==> config.mk <==
export PLATFORM = sky130hd
export DESIGN_NAME = garage_door_ctrl_param_flat
export DESIGN_NICKNAME = d
export VERILOG_FILES = /design/src/rtl/garage_door_ctrl_param_if.sv /design/src/rtl/garage_door_ctrl_param.sv /design/src/flat_wrapper.sv
export SDC_FILE = /design/constraint.sdc
export NUM_CORES = 1
export LEC_CHECK = 0
export BUFFER_PORTS_ARGS = -buffer_cell sky130_fd_sc_hd__buf_2
export CELL_PAD_IN_SITES_DETAIL_PLACEMENT = 1
export CELL_PAD_IN_SITES_GLOBAL_PLACEMENT = 2
export CORE_ASPECT_RATIO = 0.75
export CORE_UTILIZATION = 37
export CTS_BUF_LIST = sky130_fd_sc_hd__clkbuf_16
export DETAILED_ROUTE_END_ITERATION = 10
export GPL_ROUTABILITY_DRIVEN = 0
export HOLD_SLACK_MARGIN = 0.06
export PLACE_DENSITY_LB_ADDON = 0.1
export SYNTH_ARGS = -nofsm -noshare
export SYNTH_HDL_FRONTEND = slang
export SYNTH_SLANG_ARGS = --single-unit
==> constraint.sdc <==
create_clock -name clk -period 4.6 [get_ports clk]
set_clock_uncertainty 0.05 [all_clocks]
set_input_delay 0 -clock clk [delete_from_list [all_inputs] [get_ports clk]]
set_output_delay 0 -clock clk [all_outputs]
set_load 0.005 [all_outputs]
==> src/rtl/garage_door_ctrl_param_if.sv <==
// Signal bundle between the door sensors / remote receiver and the door controller.
// The master side drives the sensor and button levels; the slave side is the controller.
interface garage_door_ctrl_param_if;
    logic       remote;
    logic       open;
    logic       closed;
    logic       obstacle;
    logic       clear_fault;
    logic       power;
    logic       direction;
    logic       fault;
    logic [2:0] door_state;

    modport master (
        output remote, open, closed, obstacle, clear_fault,
        input  power, direction, fault, door_state
    );

    modport slave (
        input  remote, open, closed, obstacle, clear_fault,
        output power, direction, fault, door_state
    );
endinterface

==> src/rtl/garage_door_ctrl_param.sv <==
// Garage door controller with internal auto-close timer, motor-run watchdog,
// obstacle auto-reverse, latched fault state and rising-edge remote detection.
module garage_door_ctrl_param #(
    parameter int AUTO_CLOSE_CYCLES = 8,
    parameter int MOVE_LIMIT_CYCLES = 16,
    parameter int CNT_W             = 8
) (
    input  logic                    clk,
    input  logic                    rst_n,
    garage_door_ctrl_param_if.slave bus
);

    typedef enum logic [2:0] {
        ST_CLOSED      = 3'b000,
        ST_OPENING     = 3'b001,
        ST_OPEN        = 3'b010,
        ST_PAUSE_OPEN  = 3'b011,
        ST_CLOSING     = 3'b100,
        ST_PAUSE_CLOSE = 3'b101,
        ST_FAULT       = 3'b110
    } state_t;

    localparam logic [CNT_W-1:0] AUTO_LAST = CNT_W'(AUTO_CLOSE_CYCLES - 1);
    localparam logic [CNT_W-1:0] MOVE_LAST = CNT_W'(MOVE_LIMIT_CYCLES - 1);
    localparam logic [CNT_W-1:0] CNT_MAX   = '1;

    state_t             state_q;
    state_t             state_d;
    logic [CNT_W-1:0]   cnt;
    logic               remote_q;
    logic               press;
    logic               sensor_err;
    logic               hold_cnt;
    logic               power;
    logic               direction;
    logic               fault;

    // remote_q resets high so a button held through reset needs a fresh press
    assign press      = bus.remote & ~remote_q;
    assign sensor_err = bus.open & bus.closed;

    always_ff @(posedge clk or negedge rst_n) begin
        if (!rst_n) begin
            state_q  <= ST_CLOSED;
            cnt      <= '0;
            remote_q <= 1'b1;
        end else begin
            state_q  <= state_d;
            remote_q <= bus.remote;
            if ((state_d != state_q) || hold_cnt) begin
                cnt <= '0;
            end else if (cnt != CNT_MAX) begin
                cnt <= cnt + 1'b1;
            end
        end
    end

    always_comb begin
        state_d  = state_q;
        hold_cnt = 1'b0;
        if (sensor_err && (state_q != ST_FAULT)) begin
            state_d = ST_FAULT;
        end else begin
            case (state_q)
                ST_CLOSED: begin
                    if (press) state_d = ST_OPENING;
                end
                ST_OPENING: begin
                    if (bus.open)              state_d = ST_OPEN;
                    else if (press)            state_d = ST_PAUSE_OPEN;
                    else if (cnt == MOVE_LAST) state_d = ST_FAULT;
                end
                ST_PAUSE_OPEN: begin
                    if (press) state_d = ST_OPENING;
                end
                ST_OPEN: begin
                    if (press)                 state_d  = ST_CLOSING;
                    else if (bus.obstacle)     hold_cnt = 1'b1;
                    else if (cnt == AUTO_LAST) state_d  = ST_CLOSING;
                end
                ST_CLOSING: begin
                    // obstacle outranks the closed sensor: reversing is always safe
                    if (bus.obstacle)          state_d = ST_OPENING;
                    else if (bus.closed)       state_d = ST_CLOSED;
                    else if (press)            state_d = ST_PAUSE_CLOSE;
                    else if (cnt == MOVE_LAST) state_d = ST_FAULT;
                end
                ST_PAUSE_CLOSE: begin
                    if (press) state_d = ST_CLOSING;
                end
                ST_FAULT: begin
                    if (bus.clear_fault && !sensor_err)
                        state_d = bus.closed ? ST_CLOSED : ST_PAUSE_OPEN;
                end
                default: state_d = ST_CLOSED;
            endcase
        end
    end

    always_comb begin
        power     = 1'b0;
        direction = 1'b0;
        fault     = 1'b0;
        case (state_q)
            ST_OPENING: power = 1'b1;
            ST_CLOSING: begin
                power     = 1'b1;
                direction = 1'b1;
            end
            ST_FAULT:   fault = 1'b1;
            default:    ;
        endcase
    end

    assign bus.power      = power;
    assign bus.direction  = direction;
    assign bus.fault      = fault;
    assign bus.door_state = state_q;

endmodule

==> src/flat_wrapper.sv <==
// flat-port wrapper written by rule: the top's interface ports become plain ports
module garage_door_ctrl_param_flat 
#(
    parameter int AUTO_CLOSE_CYCLES = 8,
    parameter int MOVE_LIMIT_CYCLES = 16,
    parameter int CNT_W             = 8
)
  (clk, rst_n, bus_remote, bus_open, bus_closed, bus_obstacle, bus_clear_fault, bus_power, bus_direction, bus_fault, bus_door_state);
  garage_door_ctrl_param_if bus_i ();
  input  logic clk;
  input  logic rst_n;
  input wire logic [$bits(bus_i.remote)-1:0] bus_remote;
  input wire logic [$bits(bus_i.open)-1:0] bus_open;
  input wire logic [$bits(bus_i.closed)-1:0] bus_closed;
  input wire logic [$bits(bus_i.obstacle)-1:0] bus_obstacle;
  input wire logic [$bits(bus_i.clear_fault)-1:0] bus_clear_fault;
  output wire logic [$bits(bus_i.power)-1:0] bus_power;
  output wire logic [$bits(bus_i.direction)-1:0] bus_direction;
  output wire logic [$bits(bus_i.fault)-1:0] bus_fault;
  output wire logic [$bits(bus_i.door_state)-1:0] bus_door_state;
  assign bus_i.remote = bus_remote;
  assign bus_i.open = bus_open;
  assign bus_i.closed = bus_closed;
  assign bus_i.obstacle = bus_obstacle;
  assign bus_i.clear_fault = bus_clear_fault;
  assign bus_power = bus_i.power;
  assign bus_direction = bus_i.direction;
  assign bus_fault = bus_i.fault;
  assign bus_door_state = bus_i.door_state;
  garage_door_ctrl_param #(.AUTO_CLOSE_CYCLES(AUTO_CLOSE_CYCLES), .MOVE_LIMIT_CYCLES(MOVE_LIMIT_CYCLES), .CNT_W(CNT_W)) u_core (.clk(clk), .rst_n(rst_n), .bus(bus_i));
endmodule
==> PnR_summary.wiki, run 1 <==
{| class="wikitable"
! Metric !! Value
|-
| Later-pin clock latency in the skew report || 0.24 ns
|-
| Overall fraction of global-route tracks in use || 21.11%
|-
| Power density cells || 532.5 nW/µm²
|-
| Grt total ovfl || 0
|-
| Required time reported for the critical path endpoint || 4.69 ns
|-
| Detailed Routing Iterations Pass 1 || 4
|-
| Initial standard-cell utilization of the core || 39.07%
|-
| PnR Total Power || 0.6329 mW
|-
| Reg2reg end || u_core.cnt[4]
|-
| Final Hold Fails || 0
|-
| Signal arrival time at the worst endpoint || 2.55 ns
|-
| Synth-to-Final Area Change || 16.00%
|-
| Cell count after placement || 157
|-
| Routed wire length || 2851 µm
|-
| Cell chosen for the clock root || sky130_fd_sc_hd__clkbuf_16
|-
| Post-synth cell types || 49
|-
| Number of antenna-violating nets in the routed design || 0
|-
| Result of the run || finished clean
|-
| Number of global-route vias before repair || 911
|-
| Die Footprint || 2986 µm²
|-
| Count of state elements after synthesis || 12
|-
| Vias after detailed routing || 965
|-
| Clock transition at path regs || 0.04 ns
|-
| Slew Limit Headroom || 44.57%
|-
| Proportion of synthesized chip area in sequential cells || 29.43%
|-
| Kind of capture point of the worst setup path || register
|-
| Number of antenna violations at the first check in global routing || 0
|-
| Post-synthesis instance area || 1025 µm²
|-
| Total number of clock tree sinks || 12
|-
| Final setup violation count || 0
|-
| Row count || 16
|-
| Half-perimeter wire length after placement || 2150 µm
|-
| Largest driver fanout on the critical path || 8
|-
| Clock H-tree levels || 1
|-
| DRC violations left || 0
|-
| Hold WC Path Type || in -> async
|-
| Number of cells produced by synthesis || 114
|-
| Synth top area share || 26.86%
|-
| Placeable core area || 2623 µm²
|-
| Number of clock buffers inserted by TritonCTS || 3
|-
| Wire per inst || 17.49 µm
|-
| Leading register cell type out of synthesis || sky130_fd_sc_hd__dfrtp_1
|-
| Maximum clock path buffer count || 2
|-
| Minimum setup slack among reg-to-reg paths || 2.14 ns
|-
| Number of DRC markers after the initial detailed-route iteration || 35
|-
| Number of cell instances on the worst register-to-register path || 7
|-
| Dominant cell type by area after synthesis || sky130_fd_sc_hd__dfrtp_1
|-
| Most common cell in the netlist || sky130_fd_sc_hd__dfrtp_1
|-
| Final nets || 136
|-
| Tightest Pin Transition || 0.8238 ns
|-
| Count of cells resized by post-cts repair || 0
|-
| Max-cap violations || 0
|-
| VDD IR-drop max || 272.0 µV
|-
| Min Hold Slack || 0.1293 ns
|-
| Achievable Freq || 406.9 MHz
|-
| Fin crit period || 2.457 ns
|-
| Launch point of the critical path || u_core.cnt[0]
|-
| Worst setup endpoint || u_core.cnt[4]
|-
| Die X || 62.77 µm
|-
| Pin count of the biggest net entering global routing || 18
|-
| Unrepaired setup endpoints after global routing || false
|-
| TritonCTS clock tree || done
|-
| Number of enable flip-flop cells after synthesis || 0
|-
| Commonest cells post-synth || 11 x sky130_fd_sc_hd__dfrtp_1, 10 x sky130_fd_sc_hd__nor2_1, 7 x sky130_fd_sc_hd__nand3_1
|-
| Critical path class || reg -> reg
|-
| Cell types with the largest area share after synthesis || sky130_fd_sc_hd__dfrtp_1 27%, sky130_fd_sc_hd__nor2_1 3.7%, sky130_fd_sc_hd__nand3_1 3.4%, sky130_fd_sc_hd__a31oi_1 3.1%, sky130_fd_sc_hd__mux2i_1 2.9%
|-
| Final instance count without filler cells || 163
|-
| Summed negative setup slack over all endpoints || 0 ns
|-
| Net count after synthesis || 122
|-
| Critical path startpoint category || register
|-
| Share of async-settable or async-resettable flops after synthesis || 100.0%
|-
| Number of I/O port buffers || 12
|-
| Period Utilization, post-route || 53.42%
|-
| Static Leakage || 0.5059 nW
|-
| N_diodes || 0
|-
| Y dimension of the die || 47.58 µm
|-
| Synthesized area divided by synthesized cell count || 8.989 µm²
|-
| Top-Level Pins || 13
|-
| Fill cells || 317
|-
| Final slew viol count || 0
|-
| Startpoint of the most critical register-to-register path || u_core.cnt[0]
|-
| Layout cell share with drive strength beyond 1 || 22.83%
|-
| Yosys synthesis warning count || 0
|-
| Post-layout util || 45.32%
|-
| Number of vias per cell || 5.920
|-
| Wire length of the first global-routing pass || 4740 µm
|}
## sequential cells by signal (all words and copies together) (netlist names)
name,flops
u_core.cnt,8
u_core.bus.door_state,3
u_core.remote_q,1
## report_power, final
part           leakage [nW]  total [mW]  switching (mW)  internal (mW)
Clock                0.0385       0.156          0.0418          0.114
Combinational         0.310       0.294           0.161          0.132
Sequential            0.158       0.184          0.0578          0.126
## kinds of logic after synthesis
kind of cell / count (synthesis) / synth area share [%]
and+or+nand+nor: 58 / 37.36
AOI/OAI and AO/OA: 30 / 21.73
DFF: 12 / 29.43
buffers and inverters: 8 / 5.006
muxes: 4 / 4.395
xor gates and xnor gates: 1 / 0.8549
adders and majority gates: 1 / 1.221
## layout by cell type, fill, tap and decap left out, types with 2 or more instances in the layout
cell                            netlist  final
sky130_fd_sc_hd__nor4_1               2      2
sky130_fd_sc_hd__a21oi_2              2      2
sky130_fd_sc_hd__nand4_1              2      2
sky130_fd_sc_hd__inv_1                3      3
sky130_fd_sc_hd__and3_2               2      2
sky130_fd_sc_hd__mux2i_1              3      3
sky130_fd_sc_hd__clkbuf_16            0      3
sky130_fd_sc_hd__nor4b_2              2      2
sky130_fd_sc_hd__a21oi_1              3      3
sky130_fd_sc_hd__or3_1                2      2
sky130_fd_sc_hd__buf_2                2     12
sky130_fd_sc_hd__nand3_1              7      7
sky130_fd_sc_hd__dfrtp_1             11     11
sky130_fd_sc_hd__o211ai_2             2      2
sky130_fd_sc_hd__and3_1               3      3
sky130_fd_sc_hd__nand2b_1             3      3
sky130_fd_sc_hd__o31ai_1              2      2
sky130_fd_sc_hd__nand2_1              5      5
sky130_fd_sc_hd__a31oi_1              5      5
sky130_fd_sc_hd__dlygate4sd3_1        0      2
sky130_fd_sc_hd__or4_1                4      4
sky130_fd_sc_hd__o21ai_0              6      6
sky130_fd_sc_hd__a22oi_1              2      2
sky130_fd_sc_hd__nor2_1              10     10
sky130_fd_sc_hd__nor2b_1              4      4
## stage by stage
| stage | area [µm²] | worst slack (ns) |
|---|---|---|
| detailed placement | 1090 | 2.212 |
| finish | 1189 | 2.143 |
| CTS | 1189 | 2.117 |
| global placement | 1090 | 2.239 |
| global route | 1189 | 2.022 |
| floorplan | 1025 | 2.459 |
## layout make-up
| cell class | instances | area [µm²] | area share (%) |
|---|---|---|---|
| Clock buffer | 3 | 75.07 | 6.316 |
| Clock inverter | 1 | 3.754 | 0.3158 |
| Inverter | 3 | 11.26 | 0.9474 |
| Multi-Input combinational cell | 94 | 671.9 | 56.53 |
| Sequential cell | 12 | 301.5 | 25.37 |
| Tap cell | 36 | 45.04 | 3.789 |
| Timing Repair Buffer | 14 | 80.08 | 6.737 |
## worst max-delay path: stages (launching register included)
cell	delay, ns
sky130_fd_sc_hd__dfrtp_1	0.41
sky130_fd_sc_hd__ha_1	0.26
sky130_fd_sc_hd__and3_1	0.30
sky130_fd_sc_hd__and2_1	0.25
sky130_fd_sc_hd__a21oi_2	0.19
sky130_fd_sc_hd__o211ai_2	0.19
sky130_fd_sc_hd__or4b_1	0.53
sky130_fd_sc_hd__nor3_1	0.19
## worst min path at each step
stage / from / to / slack [ns] / depth (start not counted)
after floorplan: rst_n / u_core.bus.door_state[0] / -0.35 / 0
after global placement: rst_n / u_core.cnt[7] / -0.16 / 1
after detailed placement: rst_n / u_core.cnt[7] / -0.16 / 1
after CTS: rst_n / u_core.cnt[7] / 0.13 / 2
after global routing: rst_n / u_core.cnt[1] / 0.16 / 2
final: rst_n / u_core.cnt[7] / 0.13 / 2
## repair_timing
| item | 4_1_cts | 5_1_grt |
|---|---|---|
| setup buffers | 0 | 0 |
| endpoints found under the hold margin | 13 | 0 |
| hold buffers | 2 | 0 |
## layer usage
| layer | global-route usage, % | wire length [µm] | vias to the layer above |
|---|---|---|---|
| met1 | 31.75 | 1512 | 474 |
| met3 | 5.000 | 92 | 0 |
| li1 | - | - | 474 |
| met5 | 0 | 0 | - |
| met2 | 31.96 | 1246 | 17 |
| met4 | 1.395 | 0 | 0 |
Note: power is estimated with default switching activity, not from simulation.
==> run 2: changes to the inputs <==
--- a/config.mk
+++ b/config.mk
@@ -5,11 +5,12 @@
 export SDC_FILE = /design/constraint.sdc
 export NUM_CORES = 1
 export LEC_CHECK = 0
+export ABC_AREA = 1
 export BUFFER_PORTS_ARGS = -buffer_cell sky130_fd_sc_hd__buf_2
 export CELL_PAD_IN_SITES_DETAIL_PLACEMENT = 1
 export CELL_PAD_IN_SITES_GLOBAL_PLACEMENT = 2
 export CORE_ASPECT_RATIO = 0.75
-export CORE_UTILIZATION = 37
+export CORE_UTILIZATION = 30
 export CTS_BUF_LIST = sky130_fd_sc_hd__clkbuf_16
 export DETAILED_ROUTE_END_ITERATION = 10
 export GPL_ROUTABILITY_DRIVEN = 0
==> constraint.sdc (replaced) <==
create_clock -name clk -period 2.4 [get_ports clk]
set_clock_uncertainty 0.05 [all_clocks]
set_input_delay 0 -clock clk [delete_from_list [all_inputs] [get_ports clk]]
set_output_delay 0 -clock clk [all_outputs]
set_load 0.005 [all_outputs]
==> PnR_summary.wiki, run 2 <==
{| class="wikitable"
! Metric !! Value
|-
| Vias after detailed routing || 938 (was 965)
|-
| Overall fraction of global-route tracks in use || 18.32% (was 21.11%)
|-
| Fin crit period || 2.066 ns (was 2.457 ns)
|-
| Highest routed layer || met3 (unchanged)
|-
| Net Switching || 0.5250 mW (was 0.2610 mW)
|-
| Number of enable flip-flop cells after synthesis || 0 (unchanged)
|-
| Top-Level Pins || 13 (unchanged)
|-
| Proportion of synthesized chip area in sequential cells || 32.01% (was 29.43%)
|-
| Delay of the slowest cell on the worst path || 0.38 ns (was 0.53 ns)
|-
| Y dimension of the die || 50.53 µm (was 47.58 µm)
|-
| Slowest stage cell, crit path || sky130_fd_sc_hd__dfrtp_1 (was sky130_fd_sc_hd__or4b_1)
|-
| Synth-to-Final Area Change || 19.52% (was 16.00%)
|-
| Dominant cell type by area after synthesis || sky130_fd_sc_hd__dfrtp_1 (unchanged)
|-
| Period Utilization, post-route || 86.08% (was 53.42%)
|-
| Die Footprint || 3371 µm² (was 2986 µm²)
|-
| Clock transition at path regs || 0.04 ns (about the same)
|-
| Wire length of the first global-routing pass || 4498 µm (was 4740 µm)
|-
| Fill cells || 385 (was 317)
|-
| # Post-CTS Setup Buffers || 0 (unchanged)
|-
| Worst setup margin || 0.3340 ns (was 2.143 ns)
|-
| Synth Area in Adders || 1.328% (was 1.221%)
|-
| Kind of capture point of the worst setup path || register (unchanged)
|-
| VDD IR-drop max || 449.7 µV (was 272.0 µV)
|-
| Grt total ovfl || 0 (unchanged)
|-
| Wire length on met3 || 64 µm (was 92 µm)
|-
| Critical path buffers and inverters || 1 (was 0)
|-
| Number of global-route vias before repair || 933 (was 911)
|-
| Cell family with most CP delay || simple AND/OR/NAND/NOR gates (unchanged)
|-
| Total number of clock tree sinks || 12 (unchanged)
|-
| Commonest cells post-synth || 37 x sky130_fd_sc_hd__nand2_1, 23 x sky130_fd_sc_hd__nor2_1, 22 x sky130_fd_sc_hd__inv_1 (was 11 x sky130_fd_sc_hd__dfrtp_1, 10 x sky130_fd_sc_hd__nor2_1, 7 x sky130_fd_sc_hd__nand3_1)
|-
| Tightest Pin Transition || 0.5108 ns (was 0.8238 ns)
|-
| N_diodes || 0 (unchanged)
|-
| Final setup violation count || 0 (unchanged)
|-
| Main combinational cell family by area after synthesis || simple AND/OR/NAND/NOR gates (unchanged)
|-
| Number of cells produced by synthesis || 144 (was 114)
|-
| Net count after synthesis || 152 (was 122)
|-
| Initial standard-cell utilization of the core || 31.87% (was 39.07%)
|-
| Summed negative setup slack over all endpoints || 0 ns (unchanged)
|-
| Row count || 17 (was 16)
|-
| Final nets || 169 (was 136)
|-
| Cell internal power dissipation || 0.6440 mW (was 0.3719 mW)
|-
| Post-synth cell types || 23 (was 49)
|-
| Leading register cell type out of synthesis || sky130_fd_sc_hd__dfrtp_1 (unchanged)
|-
| Slew Limit Headroom || 65.69% (was 44.57%)
|-
| Number of antenna-violating nets in the routed design || 0 (unchanged)
|-
| Cell chosen for the clock root || sky130_fd_sc_hd__clkbuf_16 (unchanged)
|-
| Max FFs per register || 8 (unchanged)
|-
| Relative contribution of combinational cells to total power || 48.3% (was 46.4%)
|-
| Clock H-tree levels || 1 (unchanged)
|-
| Critical path class || reg -> reg (unchanged)
|-
| Commonest cells after routing, fill and taps aside || 37 x sky130_fd_sc_hd__nand2_1, 23 x sky130_fd_sc_hd__nor2_1, 22 x sky130_fd_sc_hd__inv_1, 15 x sky130_fd_sc_hd__nand3_1, 12 x sky130_fd_sc_hd__buf_2 (was 12 x sky130_fd_sc_hd__buf_2, 11 x sky130_fd_sc_hd__dfrtp_1, 10 x sky130_fd_sc_hd__nor2_1, 7 x sky130_fd_sc_hd__nand3_1, 6 x sky130_fd_sc_hd__o21ai_0)
|-
| Post-synthesis instance area || 942.2 µm² (was 1025 µm²)
|-
| Unrepaired setup endpoints after global routing || false (unchanged)
|-
| Static Leakage || 0.5593 nW (was 0.5059 nW)
|-
| Half-perimeter wire length after placement || 2101 µm (was 2150 µm)
|-
| Later-pin clock latency in the skew report || 0.24 ns (about the same)
|-
| Achievable Freq || 484.0 MHz (was 406.9 MHz)
|-
| Signal arrival time at the worst endpoint || 2.18 ns (was 2.55 ns)
|-
| Routed wire length || 2657 µm (was 2851 µm)
|-
| Pin count of the biggest net entering global routing || 13 (was 18)
|-
| Mux contribution to synthesized area || 0% (was 4.396%)
|-
| TritonCTS clock tree || done (unchanged)
|-
| Yosys synthesis warning count || 0 (unchanged)
|-
| WL met2 || 1097 µm (was 1246 µm)
|-
| Most common cell in the netlist || sky130_fd_sc_hd__nand2_1 (was sky130_fd_sc_hd__dfrtp_1)
|-
| Synthesized area divided by synthesized cell count || 6.543 µm² (was 8.989 µm²)
|-
| Number of I/O port buffers || 12 (unchanged)
|-
| Wire per inst || 13.42 µm (was 17.49 µm)
|-
| Top register by number of flip-flops || u_core.cnt (unchanged)
|-
| Die X || 66.71 µm (was 62.77 µm)
|-
| Clock power frac || 26.1% (was 24.6%)
|-
| Net switching share of the total power || 44.91% (was 41.24%)
|-
| Max-cap violations || 0 (unchanged)
|-
| Number of antenna violations at the first check in global routing || 0 (unchanged)
|-
| Largest driver fanout on the critical path || 8 (unchanged)
|-
| Min Hold Slack || 0.1194 ns (was 0.1293 ns)
|-
| Pre-CTS worst setup slack || 0.3704 ns (was 2.212 ns)
|-
| Required time reported for the critical path endpoint || 2.52 ns (was 4.69 ns)
|-
| Maximum clock path buffer count || 2 (unchanged)
|-
| Critical path startpoint category || register (unchanged)
|-
| Share of async-settable or async-resettable flops after synthesis || 100.0% (unchanged)
|-
| Crit path top cell by count || sky130_fd_sc_hd__nor2_1
|-
| Post-Synth XOR/XNOR Area || 2.789% (was 0.8547%)
|-
| Detailed Routing Iterations Pass 1 || 4 (unchanged)
|-
| Post-layout util || 38.09% (was 45.32%)
|-
| Count of state elements after synthesis || 12 (unchanged)
|-
| Hold WC Path Type || in -> async (unchanged)
|-
| PnR Total Power || 1.169 mW (was 0.6329 mW)
|-
| Result of the run || finished clean (unchanged)
|-
| Post-route met1 wirelength || 1495 µm (was 1512 µm)
|-
| Simple-gate portion of the synthesized area || 46.22% (was 37.36%)
|-
| Final Hold Fails || 0 (unchanged)
|-
| Cell-by-cell trace of the critical path || ha_1 > nand2_1 > nor2_1 > nand3_1 > nor2_1 > nor2_1 > nand3_2 > nand2_1 > inv_1 > nor2_2 > nand3_4 > nor2_1 (was ha_1 > and3_1 > and2_1 > a21oi_2 > o211ai_2 > or4b_1 > nor3_1)
|-
| Power density cells || 1038 nW/µm² (was 532.5 nW/µm²)
|-
| DRC violations left || 0 (unchanged)
|-
| Layout cell share with drive strength beyond 1 || 17.50% (was 22.83%)
|-
| Number of clock buffers inserted by TritonCTS || 3 (unchanged)
|-
| Number of DRC markers after the initial detailed-route iteration || 60 (was 35)
|-
| Synth top area share || 29.22% (was 26.86%)
|-
| Commonest non-fill, non-tap cell in the layout || sky130_fd_sc_hd__nand2_1 (was sky130_fd_sc_hd__buf_2)
|-
| Placeable core area || 2957 µm² (was 2623 µm²)
|-
| Cell types with the largest area share after synthesis || sky130_fd_sc_hd__dfrtp_1 29%, sky130_fd_sc_hd__nand2_1 15%, sky130_fd_sc_hd__nor2_1 9.2%, sky130_fd_sc_hd__inv_1 8.8%, sky130_fd_sc_hd__nand3_1 8.0% (was sky130_fd_sc_hd__dfrtp_1 27%, sky130_fd_sc_hd__nor2_1 3.7%, sky130_fd_sc_hd__nand3_1 3.4%, sky130_fd_sc_hd__a31oi_1 3.1%, sky130_fd_sc_hd__mux2i_1 2.9%)
|-
| Number of vias per cell || 4.737 (was 5.920)
|-
| Sequential share of power || 25.7% (was 29.0%)
|-
| Count of cells resized by post-cts repair || 0 (unchanged)
|-
| Final slew viol count || 0 (unchanged)
|-
| Compound-gate portion of the synthesized area || 5.710% (was 21.73%)
|}
==> run 2: cell count changes after synthesis, sizes merged, moves of 4 or more <==
cell | before | now
a31oi | 5 | 0
and3 | 5 | 0
nand3 | 7 | 18
or4 | 4 | 0
nor2 | 10 | 28
nor2b | 4 | 0
nand2 | 5 | 38
inv | 3 | 24
==> run 2: metrics by stage <==
step                      area (µm²)  cells
final                           1126    198
after floorplan                942.2    144
after CTS                       1126    198
after global routing            1126    198
after detailed placement        1027    192
after global placement          1027    192
==> run 2: worst paths after layout <==
kind                               startpoint                        to  slack [ns]  cells after the start
worst min register to register  u_core.cnt[5]             u_core.cnt[5]        0.58                      2
max in group asynchronous               rst_n           u_core.remote_q        1.91                      2
worst min-delay path                    rst_n             u_core.cnt[0]        0.12                      2
worst max-delay path            u_core.cnt[0]             u_core.cnt[3]        0.33                     12
worst max register to register  u_core.cnt[0]             u_core.cnt[3]        0.33                     12
min in group clk                     bus_open  u_core.bus.door_state[1]        0.22                      5
==> run 2: power groups by stage <==
| stage | Clock (mW) | Combinational (mW) | Sequential [mW] |
|---|---|---|---|
| floorplan | 0 | 0.432 | 0.277 |
| global placement | 0 | 0.556 | 0.302 |
| detailed placement | 0 | 0.559 | 0.303 |
| CTS | 0.312 | 0.563 | 0.299 |
| global route | 0.319 | 0.635 | 0.307 |
| finish | 0.305 | 0.564 | 0.300 |
==> run 2: kinds of logic after synthesis <==
kind of cell / count (synthesis)
buf+inv: 26
flops: 12
simple gates: 92
xor+xnor: 3
fa+ha+maj: 1
compound gates: 10
==> run 2: area by class of cell <==
type,count,area [µm²],area share (%)
clock buffers,3,75.07,6.667
clock inverters,1,3.754,0.3333
flip-flops and latches,12,301.5,26.78
well taps,38,47.55,4.222
inverters,24,90.09,8.000
multi-input cells,106,528.0,46.89
repair buffers,14,80.08,7.111
==> run 2: layer usage <==
| metal | global-route usage [%] | up-vias |
|---|---|---|
| met4 | 3.191 | 0 |
| met1 | 28.09 | 447 |
| met5 | 0 | - |
| met3 | 3.409 | 0 |
| li1 | - | 480 |
| met2 | 26.43 | 11 |
==> run 2: what timing repair did <==
action,4_1_cts,5_1_grt
hold endpoints to repair,13,0
setup endpoints to repair,0,0
hold buffers,2,0
==> run 3: changes to the inputs <==
--- a/config.mk
+++ b/config.mk
@@ -10,10 +10,9 @@
 export CELL_PAD_IN_SITES_DETAIL_PLACEMENT = 1
 export CELL_PAD_IN_SITES_GLOBAL_PLACEMENT = 2
 export CORE_ASPECT_RATIO = 0.75
-export CORE_UTILIZATION = 30
+export CORE_UTILIZATION = 32
 export CTS_BUF_LIST = sky130_fd_sc_hd__clkbuf_16
 export DETAILED_ROUTE_END_ITERATION = 10
-export GPL_ROUTABILITY_DRIVEN = 0
 export HOLD_SLACK_MARGIN = 0.06
 export PLACE_DENSITY_LB_ADDON = 0.1
 export SYNTH_ARGS = -nofsm -noshare
==> constraint.sdc (replaced) <==
create_clock -name clk -period 2.55 [get_ports clk]
set_clock_uncertainty 0.05 [all_clocks]
set_input_delay 0 -clock clk [delete_from_list [all_inputs] [get_ports clk]]
set_output_delay 0 -clock clk [all_outputs]
set_load 0.005 [all_outputs]
==> PnR_summary.wiki, run 3 (synthesis gave the netlist of run 2 again) <==
{| class="wikitable"
! Metric !! Value
|-
| Post-layout util || 41.57% (was 38.09%)
|-
| N_diodes || 0 (unchanged)
|-
| TritonCTS clock tree || done (unchanged)
|-
| Tightest Pin Transition || 0.5485 ns (was 0.5108 ns)
|-
| Final Hold Fails || 0 (unchanged)
|-
| Number of vias per cell || 4.954 (was 4.737)
|-
| Top register by number of flip-flops || u_core.cnt (unchanged)
|-
| VDD IR-drop max || 518.2 µV (was 449.7 µV)
|-
| Achievable Freq || 488.8 MHz (was 484.0 MHz)
|-
| Routed wire length || 2670 µm (was 2657 µm)
|-
| Wire per inst || 13.62 µm (was 13.42 µm)
|-
| Final slew viol count || 0 (unchanged)
|-
| Number of global-route vias before repair || 907 (was 933)
|-
| Y dimension of the die || 48.99 µm (was 50.53 µm)
|-
| Number of antenna-violating nets in the routed design || 0 (unchanged)
|-
| Min Hold Slack || 0.1161 ns (was 0.1194 ns)
|-
| Fill cells || 354 (was 385)
|-
| Cell family with most CP delay || simple AND/OR/NAND/NOR gates (unchanged)
|-
| Slew Limit Headroom || 63.15% (was 65.69%)
|-
| Required time reported for the critical path endpoint || 2.66 ns (was 2.52 ns)
|-
| Post-route design area || 1124 µm² (was 1126 µm²)
|-
| Unrepaired setup endpoints after global routing || false (unchanged)
|-
| Reg2reg end || u_core.cnt[3] (unchanged)
|-
| Minimum setup slack among reg-to-reg paths || 0.50 ns (was 0.33 ns)
|-
| Grt total ovfl || 0 (unchanged)
|-
| Static Leakage || 0.5631 nW (was 0.5593 nW)
|-
| PnR Total Power || 1.107 mW (was 1.169 mW)
|-
| Critical path startpoint category || register (unchanged)
|-
| Later-pin clock latency in the skew report || 0.24 ns (about the same)
|-
| Layout cell share with drive strength beyond 1 || 17.50% (unchanged)
|-
| Signal arrival time at the worst endpoint || 2.16 ns (was 2.18 ns)
|-
| Period Utilization, post-route || 80.23% (was 86.08%)
|-
| Critical path class || reg -> reg (unchanged)
|-
| Detailed Routing Iterations Pass 1 || 4 (unchanged)
|-
| Commonest cells after routing, fill and taps aside || 37 x sky130_fd_sc_hd__nand2_1, 23 x sky130_fd_sc_hd__inv_1, 23 x sky130_fd_sc_hd__nor2_1, 15 x sky130_fd_sc_hd__nand3_1, 12 x sky130_fd_sc_hd__buf_2 (was 37 x sky130_fd_sc_hd__nand2_1, 23 x sky130_fd_sc_hd__nor2_1, 22 x sky130_fd_sc_hd__inv_1, 15 x sky130_fd_sc_hd__nand3_1, 12 x sky130_fd_sc_hd__buf_2)
|-
| Initial standard-cell utilization of the core || 34.86% (was 31.87%)
|-
| Power density cells || 984.9 nW/µm² (was 1038 nW/µm²)
|-
| Die X || 64.66 µm (was 66.71 µm)
|-
| Delay of the slowest cell on the worst path || 0.38 ns (about the same)
|-
| Number of I/O port buffers || 12 (unchanged)
|-
| Critical path buffers and inverters || 1 (unchanged)
|-
| Max FFs per register || 8 (unchanged)
|-
| Number of DRC markers after the initial detailed-route iteration || 86 (was 60)
|-
| Die Footprint || 3167 µm² (was 3371 µm²)
|-
| Fin crit period || 2.046 ns (was 2.066 ns)
|-
| Hold WC Path Type || in -> async (unchanged)
|-
| Kind of capture point of the worst setup path || register (unchanged)
|-
| Maximum clock path buffer count || 2 (unchanged)
|-
| Startpoint of the most critical register-to-register path || u_core.cnt[0] (unchanged)
|-
| Result of the run || finished clean (unchanged)
|-
| Crit path top cell by count || sky130_fd_sc_hd__nor2_1 (unchanged)
|-
| Cell chosen for the clock root || sky130_fd_sc_hd__clkbuf_16 (unchanged)
|-
| Total number of clock tree sinks || 12 (unchanged)
|-
| Slowest stage cell, crit path || sky130_fd_sc_hd__dfrtp_1 (unchanged)
|-
| Largest driver fanout on the critical path || 8 (unchanged)
|-
| Commonest non-fill, non-tap cell in the layout || sky130_fd_sc_hd__nand2_1 (unchanged)
|-
| Clock transition at path regs || 0.04 ns (about the same)
|-
| Clock H-tree levels || 1 (unchanged)
|-
| Wire length of the first global-routing pass || 4505 µm (was 4498 µm)
|-
| Half-perimeter wire length after placement || 2190 µm (was 2101 µm)
|-
| DRC violations left || 0 (unchanged)
|-
| Number of antenna violations at the first check in global routing || 0 (unchanged)
|-
| Placeable core area || 2703 µm² (was 2957 µm²)
|-
| Number of clock buffers inserted by TritonCTS || 3 (unchanged)
|-
| Max-cap violations || 0 (unchanged)
|-
| Final nets || 169 (unchanged)
|-
| Number of cell instances on the worst register-to-register path || 12 (unchanged)
|-
| Summed negative setup slack over all endpoints || 0 ns (unchanged)
|-
| Overall fraction of global-route tracks in use || 18.73% (was 18.32%)
|-
| Synth-to-Final Area Change || 19.26% (was 19.52%)
|-
| Pin count of the biggest net entering global routing || 13 (unchanged)
|-
| Count of cells resized by post-cts repair || 0 (unchanged)
|-
| Top-Level Pins || 13 (unchanged)
|-
| Cell-by-cell trace of the critical path || ha_1 > nand2_1 > nor2_1 > nand3_1 > nor2_1 > nor2_1 > nand3_2 > nand2_1 > inv_1 > nor2_2 > nand3_4 > nor2_1 (unchanged)
|-
| Row count || 16 (was 17)
|-
| Area after detailed placement || 1025 µm² (was 1027 µm²)
|-
| Final setup violation count || 0 (unchanged)
|-
| Vias after detailed routing || 971 (was 938)
|-
| Placer's final routability congestion estimate || 0.8802
|}
-- run 3: per-layer routing --
metal  up-vias  part of all wire (%)  track usage, %
met1       453                    51           29.25
met3         2                   7.9           5.140
met5         -                     0               0
met4         0                  0.71           2.593
met2        32                    40           25.61
li1        484                     -               -
-- run 3: cell type report --
type,count,area (µm²),area share [%]
well taps,36,45.04,4.009
multi-input cells,106,528.0,46.99
flip-flops and latches,12,301.5,26.84
clock inverters,1,3.754,0.3341
inverters,24,90.09,8.018
clock buffers,3,75.07,6.682
repair buffers,14,80.08,7.127
-- run 3: what timing repair did --
item,4_1_cts,5_1_grt
buffers inserted,0,0
setup endpoints to repair,0,0
hold buffers,2,0
endpoints found under the hold margin,13,0
-- run 3: per-stage QoR --
step | instances | setup WS, ns
after CTS | 196 | 0.5090
after global placement | 190 | 0.5748
after floorplan | 144 | 0.9185
after detailed placement | 190 | 0.5232
final | 196 | 0.5042
after global routing | 196 | 0.3192
-- run 3: worst register-to-register path, cell delays in order (launching register included) --
cell and delay (ns):
sky130_fd_sc_hd__dfrtp_1 0.38, sky130_fd_sc_hd__ha_1 0.22, sky130_fd_sc_hd__nand2_1 0.15, sky130_fd_sc_hd__nor2_1 0.10, sky130_fd_sc_hd__nand3_1 0.15, sky130_fd_sc_hd__nor2_1 0.06
sky130_fd_sc_hd__nor2_1 0.19, sky130_fd_sc_hd__nand3_2 0.11, sky130_fd_sc_hd__nand2_1 0.08, sky130_fd_sc_hd__inv_1 0.05, sky130_fd_sc_hd__nor2_2 0.16, sky130_fd_sc_hd__nand3_4 0.15
sky130_fd_sc_hd__nor2_1 0.13
-- run 3: how the worst max path moves through the flow --
stage	startpoint	to	depth (start not counted)
3_3_place_gp	u_core.cnt[0]	u_core.cnt[3]	12
4_1_cts	u_core.cnt[0]	u_core.cnt[3]	12
3_5_place_dp	u_core.cnt[0]	u_core.cnt[3]	12
6_report	u_core.cnt[0]	u_core.cnt[3]	12
5_1_grt	u_core.cnt[0]	u_core.cnt[3]	12
2_1_floorplan	u_core.cnt[0]	u_core.cnt[1]	12
-- run 3: report_power, final --
group	switching [mW]	internal, mW
Combinational	0.364	0.178
Clock	0.0751	0.206
Sequential	0.0623	0.222
Total	0.501	0.606
